File: config.mk
export PLATFORM = sky130hd
export DESIGN_NAME = conv_sequencer
export DESIGN_NICKNAME = d
export VERILOG_FILES = /design/src/rtl/conv_pkg.sv /design/src/rtl/conv_addr_gen.sv /design/src/rtl/conv_sequencer.sv
export SDC_FILE = /design/constraint.sdc
export NUM_CORES = 1
export LEC_CHECK = 0
export CORE_ASPECT_RATIO = 0.7
export CORE_MARGIN = 2
export CORE_UTILIZATION = 59
export CTS_BUF_LIST = sky130_fd_sc_hd__clkbuf_8
export CTS_CLUSTER_SIZE = 28
export DETAILED_ROUTE_END_ITERATION = 10
export HOLD_SLACK_MARGIN = 0.15
export PLACE_DENSITY = 0.84
export SYNTH_ARGS = -nofsm -noshare
export SYNTH_HDL_FRONTEND = slang
export SYNTH_HIERARCHICAL = 1
export SYNTH_SLANG_ARGS = --single-unit
File: constraint.sdc
create_clock -name clk -period 5.8 [get_ports clk]
set_input_delay 1.74 -clock clk [delete_from_list [all_inputs] [get_ports clk]]
set_output_delay 1.74 -clock clk [all_outputs]
set_load 0.02 [all_outputs]
File: src/rtl/conv_pkg.sv
// rtl/conv_pkg.sv - shared types, geometry helpers and default latencies for conv_sequencer
//
// Contents:
//   state_t         sequencer FSM states
//   DEF_READ_LAT    default signal/weight memory read latency (cycles)
//   DEF_MAC_LAT     default last-clken to accumulator-valid latency (cycles)
//   out_dim()       valid-convolution output size for one axis
//   tap_count()     taps per window for a KxK kernel

package conv_pkg;

    typedef enum logic [2:0] {
        ST_IDLE  = 3'd0,
        ST_RUN   = 3'd1,
        ST_DRAIN = 3'd2,
        ST_SAT   = 3'd3,
        ST_WRITE = 3'd4,
        ST_DONE  = 3'd5
    } state_t;

    localparam int DEF_READ_LAT = 1;
    localparam int DEF_MAC_LAT  = 1;

    function automatic int out_dim(input int img, input int k);
        return img - k + 1;
    endfunction

    function automatic int tap_count(input int k);
        return k * k;
    endfunction

endpackage

File: src/rtl/conv_addr_gen.sv
// rtl/conv_addr_gen.sv - nested oc/row/col/kr/kc counters and memory address generation
//
// Ports:
//   clk, reset     clock, synchronous active-high reset
//   clear          return every counter to 0
//   tap_step       advance the kc/kr tap counters (kc inner, wraps into kr)
//   win_step       advance col/row/oc window counters and the output address
//   sig_addr       (row+kr)*IMG_W + col + kc
//   wgt_addr       oc*K*K + kr*K + kc
//   bias_addr      oc
//   out_addr       linear output index 0 .. NUM_OC*OH*OW-1
//   first_tap      current tap is kr=kc=0
//   last_tap       current tap is kr=kc=K-1
//   last_window    current window is the final one of the layer

module conv_addr_gen
    import conv_pkg::*;
#(
    parameter int IMG_W  = 4,
    parameter int IMG_H  = 4,
    parameter int K      = 3,
    parameter int NUM_OC = 1,
    parameter int AW     = 12
) (
    input  logic          clk,
    input  logic          reset,
    input  logic          clear,
    input  logic          tap_step,
    input  logic          win_step,
    output logic [AW-1:0] sig_addr,
    output logic [AW-1:0] wgt_addr,
    output logic [AW-1:0] bias_addr,
    output logic [AW-1:0] out_addr,
    output logic          first_tap,
    output logic          last_tap,
    output logic          last_window
);

    localparam int OW = out_dim(IMG_W, K);
    localparam int OH = out_dim(IMG_H, K);

    logic [AW-1:0] kc;
    logic [AW-1:0] kr;
    logic [AW-1:0] col;
    logic [AW-1:0] row;
    logic [AW-1:0] oc;
    logic [AW-1:0] out_cnt;

    assign first_tap   = (kr == '0) && (kc == '0);
    assign last_tap    = (kr == AW'(K - 1)) && (kc == AW'(K - 1));
    assign last_window = (col == AW'(OW - 1)) && (row == AW'(OH - 1)) &&
                         (oc == AW'(NUM_OC - 1));

    // Tap counters wrap back to 0 after the last tap so the next window
    // starts at kr=kc=0; the window counters move only on win_step so that
    // bias_addr stays on the current channel through drain/saturate/write.
    always_ff @(posedge clk) begin
        if (reset || clear) begin
            kc      <= '0;
            kr      <= '0;
            col     <= '0;
            row     <= '0;
            oc      <= '0;
            out_cnt <= '0;
        end else begin
            if (tap_step) begin
                if (kc == AW'(K - 1)) begin
                    kc <= '0;
                    kr <= (kr == AW'(K - 1)) ? '0 : kr + 1'b1;
                end else begin
                    kc <= kc + 1'b1;
                end
            end
            if (win_step) begin
                out_cnt <= last_window ? '0 : out_cnt + 1'b1;
                if (col == AW'(OW - 1)) begin
                    col <= '0;
                    if (row == AW'(OH - 1)) begin
                        row <= '0;
                        oc  <= (oc == AW'(NUM_OC - 1)) ? '0 : oc + 1'b1;
                    end else begin
                        row <= row + 1'b1;
                    end
                end else begin
                    col <= col + 1'b1;
                end
            end
        end
    end

    assign sig_addr  = (row + kr) * AW'(IMG_W) + col + kc;
    assign wgt_addr  = oc * AW'(tap_count(K)) + kr * AW'(K) + kc;
    assign bias_addr = oc;
    assign out_addr  = out_cnt;

endmodule

File: src/rtl/conv_sequencer.sv
// rtl/conv_sequencer.sv - control FSM driving the signed 8-bit MAC datapath over a 2-D valid convolution
//
// Optional build macro: CONV_RELU_EN (negative results written as 0).
//
// Ports:
//   clk, reset     clock, synchronous active-high reset
//   start          one-cycle pulse, begins a layer (ignored while busy)
//   busy           high from the cycle after an accepted start through DONE
//   done           one-cycle pulse at layer completion
//   sig_addr       signal memory read address
//   wgt_addr       weight memory read address
//   bias_addr      bias memory read address (= output channel)
//   mac_clken      datapath clken
//   mac_sload      datapath s_convout, first tap of a window
//   mac_en_sat     datapath en_sat
//   mac_en_mult_r  datapath en_mult_r
//   conv_in        signed datapath convout
//   out_we         output buffer write enable
//   out_addr       output buffer write address
//   out_data       output buffer write data

module conv_sequencer
    import conv_pkg::*;
#(
    parameter int IMG_W    = 4,
    parameter int IMG_H    = 4,
    parameter int K        = 3,
    parameter int NUM_OC   = 1,
    parameter int READ_LAT = DEF_READ_LAT,
    parameter int MAC_LAT  = DEF_MAC_LAT,
    parameter int AW       = 12
) (
    input  logic              clk,
    input  logic              reset,
    input  logic              start,
    output logic              busy,
    output logic              done,
    output logic [AW-1:0]     sig_addr,
    output logic [AW-1:0]     wgt_addr,
    output logic [AW-1:0]     bias_addr,
    output logic              mac_clken,
    output logic              mac_sload,
    output logic              mac_en_sat,
    output logic              mac_en_mult_r,
    input  logic signed [7:0] conv_in,
    output logic              out_we,
    output logic [AW-1:0]     out_addr,
    output logic [7:0]        out_data
);

    localparam int DRAIN_LEN = READ_LAT + MAC_LAT;
    localparam int DW        = $clog2(DRAIN_LEN + 1);

    state_t state;
    state_t state_next;

    logic [DW-1:0]       drain_cnt;
    logic [READ_LAT-1:0] vld_sr;
    logic [READ_LAT-1:0] first_sr;

    logic tap_valid;
    logic tap_step;
    logic win_step;
    logic clear;
    logic first_tap;
    logic last_tap;
    logic last_window;
    logic [7:0] wr_data;

    conv_addr_gen #(
        .IMG_W  (IMG_W),
        .IMG_H  (IMG_H),
        .K      (K),
        .NUM_OC (NUM_OC),
        .AW     (AW)
    ) u_addr_gen (
        .clk         (clk),
        .reset       (reset),
        .clear       (clear),
        .tap_step    (tap_step),
        .win_step    (win_step),
        .sig_addr    (sig_addr),
        .wgt_addr    (wgt_addr),
        .bias_addr   (bias_addr),
        .out_addr    (out_addr),
        .first_tap   (first_tap),
        .last_tap    (last_tap),
        .last_window (last_window)
    );

    always_ff @(posedge clk) begin
        if (reset) begin
            state <= ST_IDLE;
        end else begin
            state <= state_next;
        end
    end

    // Counts cycles spent in DRAIN; held at 0 in every other state.
    always_ff @(posedge clk) begin
        if (reset || (state != ST_DRAIN)) begin
            drain_cnt <= '0;
        end else begin
            drain_cnt <= drain_cnt + 1'b1;
        end
    end

    // Tap-valid / first-tap flags travel alongside the memory read so that
    // clken and sload line up with the data they qualify.
    always_ff @(posedge clk) begin
        if (reset) begin
            vld_sr   <= '0;
            first_sr <= '0;
        end else begin
            vld_sr[0]   <= tap_valid;
            first_sr[0] <= tap_valid && first_tap;
            for (int i = 1; i < READ_LAT; i++) begin
                vld_sr[i]   <= vld_sr[i-1];
                first_sr[i] <= first_sr[i-1];
            end
        end
    end

    assign mac_clken = vld_sr[READ_LAT-1];
    assign mac_sload = first_sr[READ_LAT-1];

    always_comb begin
        state_next = state;
        case (state)
            ST_IDLE:  if (start) state_next = ST_RUN;
            ST_RUN:   if (last_tap) state_next = ST_DRAIN;
            ST_DRAIN: if (drain_cnt == DW'(DRAIN_LEN - 1)) state_next = ST_SAT;
            ST_SAT:   state_next = ST_WRITE;
            ST_WRITE: state_next = last_window ? ST_DONE : ST_RUN;
            ST_DONE:  state_next = ST_IDLE;
            default:  state_next = ST_IDLE;
        endcase
    end

    always_comb begin
`ifdef CONV_RELU_EN
        wr_data = conv_in[7] ? 8'd0 : conv_in;
`else
        wr_data = conv_in;
`endif
    end

    always_comb begin
        tap_valid     = (state == ST_RUN);
        tap_step      = (state == ST_RUN);
        win_step      = (state == ST_WRITE);
        clear         = (state == ST_IDLE);
        busy          = (state != ST_IDLE);
        done          = (state == ST_DONE);
        mac_en_sat    = (state == ST_SAT) || (state == ST_WRITE);
        mac_en_mult_r = (state != ST_IDLE);
        out_we        = (state == ST_WRITE);
        out_data      = (state == ST_WRITE) ? wr_data : 8'd0;
    end

endmodule

=== Yosys cells after proc, flatten, opt, wreduce, memory -nomap -nowiden ===
Index checks and enable logic that the tools add are counted.

* Add/sub/neg operators: 12
* $lt $le $gt $ge: 0
* Bitwise logic cells: 0
* Multipliers: 2
* Div/mod/pow operators: 0
* Eq/ne operators: 14
* Reduce and logical (&&, ||, !) cells: 17
* Muxes and demuxes: 12
* Shift-type cells: 0

{| class="wikitable"
|+ Operator list
! operator !! count
|-
| $add 12x1->12 const B || 6
|-
| $mux 12 || 6
|-
| $add 12x12->12 || 4
|-
| $logic_not 12->1 || 3
|-
| $eq 12x1->1 const B || 2
|-
| $eq 12x2->1 const B || 2
|-
| $pmux 3 s5 || 1
|-
| $mul 12x2->12 const B || 1
|-
| $mul 12x4->12 const B || 1
|-
| $mux 3 || 4
|-
| $add 10x10->10 || 1
|-
| $mux 8 || 1
|-
| $eq 3x2->1 const B || 2
|-
| $eq 3x3->1 const B || 2
|-
| $reduce_and 3->1 || 2
|-
| $logic_and 1x1->1 || 5
|-
| $ne 2x2->1 const B || 2
|-
| $reduce_and 2->1 || 2
|-
| $eq 3x1->1 const B || 1
|-
| $logic_not 3->1 || 1
|-
| $logic_or 1x1->1 || 3
|-
| $ne 3x2->1 const B || 1
|-
| $reduce_bool 3->1 || 1
|-
| $add 2x1->2 const B || 1
|-
| other kinds (2) || 2
|}

* Input port bits: 11
* Word-level logic and storage cells: 67
* Bits in latches: 0
* Output and inout port bits: 63
* Flip-flop bits (word level): 79
* Memories: 0
* Memory bits (read-only): 0
* Memory bits (writable): 0

=== Depth between registers and ports, before layout ===
* Depth in word-level cells: 5
* Depth in mapped cells: 15
* Mapped depth without buffers: 15

=== By module ===
Netlist, hierarchy kept.

{| class="wikitable"
|+ By module, submodules not included
! module !! cells an instance !! area an instance (µm²) !! times used !! sequential area each (µm²)
|-
| conv_addr_gen || 688 || 5936.9 || 1 || 1441.4
|-
| conv_sequencer || 45 || 382.9 || 1 || 140.1
|}

=== Least setup slack after synthesis ===
OpenSTA, ideal clock, no wires.

* Path kind: register -> output
* From: reg u_addr_gen.oc[4], in the netlist u_addr_gen/bias_addr[4]
* To: out wgt_addr[10]
* Data required time: 4060 ps
* Arrival: 3882 ps
* Path slack: 178 ps
* Cell stages (with the launch flop): 15
* Buffers on the path: 0
* Cell sequence: dfxtp_1 > inv_1 > fa_1 > inv_1 > fa_1 > ha_1 > inv_1 > fa_1 > inv_1 > ha_1 > or2_2 > o31a_1 > a31o_2 > a21oi_1 > xnor2_1

* Cells in the longest elaborated chain, start to end: 3

{| class="wikitable"
|+ Ends and longest elaborated chain
! element !! RTL line !! text
|-
| start, declared || conv_addr_gen.sv:46 || <nowiki>logic [AW-1:0] oc;</nowiki>
|-
| start signal, assigned || conv_addr_gen.sv:80 || <nowiki>oc <= (oc == AW'(NUM_OC - 1)) ? '0 : oc + 1'b1;</nowiki>
|-
| $mul 12x4->12 || conv_addr_gen.sv:92 || <nowiki>assign wgt_addr = oc * AW'(tap_count(K)) + kr * AW'(K) + kc;</nowiki>
|-
| $add 12x12->12 (2 in a row) || conv_addr_gen.sv:92 ||
|-
| end, declared || conv_sequencer.sv:39 || <nowiki>output logic [AW-1:0] wgt_addr,</nowiki>
|}

Every way passes these cells.

=== Worst setup path in the final report ===
* From: reg u_addr_gen.oc[0], in the netlist u_addr_gen/bias_addr[0]
* To: out wgt_addr[11]

Same word-level chain as after synthesis.

==> flow_summary.yaml <==
drt:
  viasPerCell: 5.58
  route.met3.wl_um: 1180
  drt_iter0_markers: 328
  ant_nets: 0
  drc: 0
  wire_per_inst_um: 16.0
  wl_met1_um: 7040
  top_layer: "met4"
  drt_pass1_iterations: 5
  dr_wl_met2_um: 7390
  vias: 5531
  drt-total-wl_um: 15900
pwr:
  p_sw_share_pct: 25.8
  power_frac_clock_pct: 44.0
  p_leak_nw: 3.52
  powerDensity_mw_per_mm2: 132
  power_frac_comb_pct: 3.7
  p_int_mw: 0.774
  netSwitchingPower_mw: 0.268
  ir_worst_vdd_v: 0.000135
  p_seq_share_pct: 52.4
setup_path:
  crit_type: "register to output pin"
  start_kind: "register"
  crit_arrival_ns: 4.10
  slowest_stage: "fa_1"
  crit_fanout: 2
  critical_path.cell_chain: "fa_1, inv_2, fa_1, inv_2, ha_4, inv_2, fa_1, inv_2, ha_4, nor2b_1, o21a_1, o31ai_4, a21oi_2, a31oi_1, xnor2_1, buf_4"
  crit_top_cell: "inv_2"
  path_buf_inv: 5
  end_kind: "output pin"
  cpPeakStageDelay_ns: 0.54
  cp.required_ns: 4.06
  path_delay_family: "adder cells"
finish:
  area.sequential_mm2: 0.00159
  utilization_pct: 76.0
  final_common_cell: "inv_1"
  final_cell_mix: "99 x inv_1, 91 x nor2_1, 69 x dfxtp_1"
  nFillCells: 692
  drive_gt1_share_pct: 15.4
  final_cell_area_mm2: 0.00790
  area_growth_pct: 25.0
  multi_input_area_mm2: 0.00444
  nets: 976
worst_hold_path:
  hold_class: "register to register"
sta:
  rsz0062_at_grt: "yes"
  drv_slew: 0
  max_freq_ghz: 0.171
  hold_violations: 0
  setup_viol_count_final: 1
  finalCritPeriodShare_pct: 101
  relSlewSlack_pct: 43.0
  fin_skew_ns: 0.0124
  worst_slack_ns: -0.0357
  worst_pin_slew_ns: 0.848
  fin_crit_ns: 5.84
yosys:
  syn-mean-instance-area_um2: 8.62
  synthesis.nets: 855
  synthFlopType: "dfxtp_1"
  yosysSeqAreaShare_pct: 25.0
  synth_edf_count: 0
  ys_async_sr_fraction_pct: 0
  syn_area_mm2: 0.00632
  syn_inst: 733
  synth-seq-cells: 79
  synth.distinct_cells: 57
  yosys_warnings: 6
die:
  row_count: 31
  dieArea_mm2: 0.0116
  start_util_pct: 60.8
  ios: 74
  die_h_um: 90.6
  core_mm2: 0.0104
  die_w_um: 128
clock_tree:
  cts.htree.levels: 3
  hold_buffers: 0
  cts_inserted_buffers: 9
  clkLatencyLatePin_ns: 0.37
  cts-root-buf: "clkbuf_8"
  cts_max_path_buffers: 2
  cts_tree: "built"
  clk_pin_slew_ns: 0.10
  clock-sinks: 79
run_status:
  failed_checks: "negative setup slack"
  status: "finished with violations"
global_route:
  first_global_vias: 5618
  grt_pass1_wl_um: 26000
  antenna_found_initial: 1
  track_usage_pct: 27.8
  grt-ovfl-total: 0
  grt_max_degree: 22
place:
  dp_hpwl_um: 12300
  placed_cell_area_mm2: 0.00749
  place_ws_ns: -0.327
  finalWeightedCongestion: 0.855
  io_buffers: 73
job:
  maxCapViolCount: 0
cell usage after synthesis (10+ instances only):
cell	number	area, um^2
inv_1	106	398
nor2_1	91	342
dfxtp_1	79	1580
ha_1	73	913
xnor2_1	61	534
nand2_1	47	176
fa_1	38	761
xor2_1	29	254
a21oi_1	23	115
nand4_1	20	125
nand3_1	17	85.1
o21ai_0	16	80.1
nor3_1	14	70.1
and2_1	10	62.6
and3_1	10	62.6
or3_1	10	62.6
path summary, 6_finish.rpt:
| path | from | endpoint | slack, ns | cells after the start |
|---|---|---|---|---|
| min reg2reg | drain_cnt[0] | drain_cnt[0] | 0.43 | 1 |
| max | u_addr_gen/bias_addr[0] | wgt_addr[11] | -0.04 | 16 |
| max reg2reg | state[0] | u_addr_gen/kr[4] | 3.13 | 6 |
| min | drain_cnt[0] | drain_cnt[0] | 0.43 | 1 |
metal layers:
layer | up-vias | track usage (%)
met4 | 0 | 6.96
met5 | - | 0
met2 | 212 | 45.7
met1 | 2660 | 36.8
met3 | 27 | 7.11
li1 | 2632 | -
what timing repair did:
item | 4_1_cts | 5_1_grt
cloned | 0 | 0
setup endpoints to repair | 12 | 11
resized for setup | 65 | 36
pin swaps | 15 | 31
buffers inserted | 1 | 3
power groups by stage:
stage / registers (mW) / logic, mW / clock network, mW
6_report: 0.546 / 0.0384 / 0.458
3_3_place_gp: 0.558 / 0.0366 / 0
4_1_cts: 0.546 / 0.0379 / 0.466
3_5_place_dp: 0.558 / 0.0375 / 0
5_1_grt: 0.546 / 0.0412 / 0.492
2_1_floorplan: 0.558 / 0.0227 / 0
area by class of cell:
class,instances,area share [%]
Multi-Input combinational cell,534,56.2
Sequential cell,79,20.2
Clock buffer,9,1.57
Tap cell,132,2.09
Clock inverter,7,1.24
Antenna cell,1,0.0317
Inverter,107,5.09
Timing Repair Buffer,123,13.6
through the flow:
stage	power, mW	hold slack (ns)	TNS (ns)	std cells
3_5_place_dp	0.596	0.413	-1.37	972
4_1_cts	1.05	0.433	-0.152	988
3_3_place_gp	0.595	0.407	-0.713	972
2_1_floorplan	0.581	0.397	0	733
6_report	1.04	0.429	-0.0357	992
5_1_grt	1.08	0.460	-0.667	991
sequential cells by signal (all words and copies together) (netlist names), 2 cells and up:
register,count
u_addr_gen/bias_addr,12
u_addr_gen/col,12
u_addr_gen/kc,12
u_addr_gen/kr,12
u_addr_gen/out_addr,12
u_addr_gen/row,12
state,3
drain_cnt,2
cell families after synthesis:
| logic type | share of synthesized area, % |
|---|---|
| AND/OR/NAND/NOR | 20.9 |
| buffers and inverters | 7.54 |
| adder cells (fa/ha/maj) | 26.5 |
| XOR/XNOR | 12.5 |
| flip-flops | 25.0 |
| AO/OA/AOI/OAI | 7.05 |
| multiplexers | 0.495 |
(Power assumes the default switching activity.)
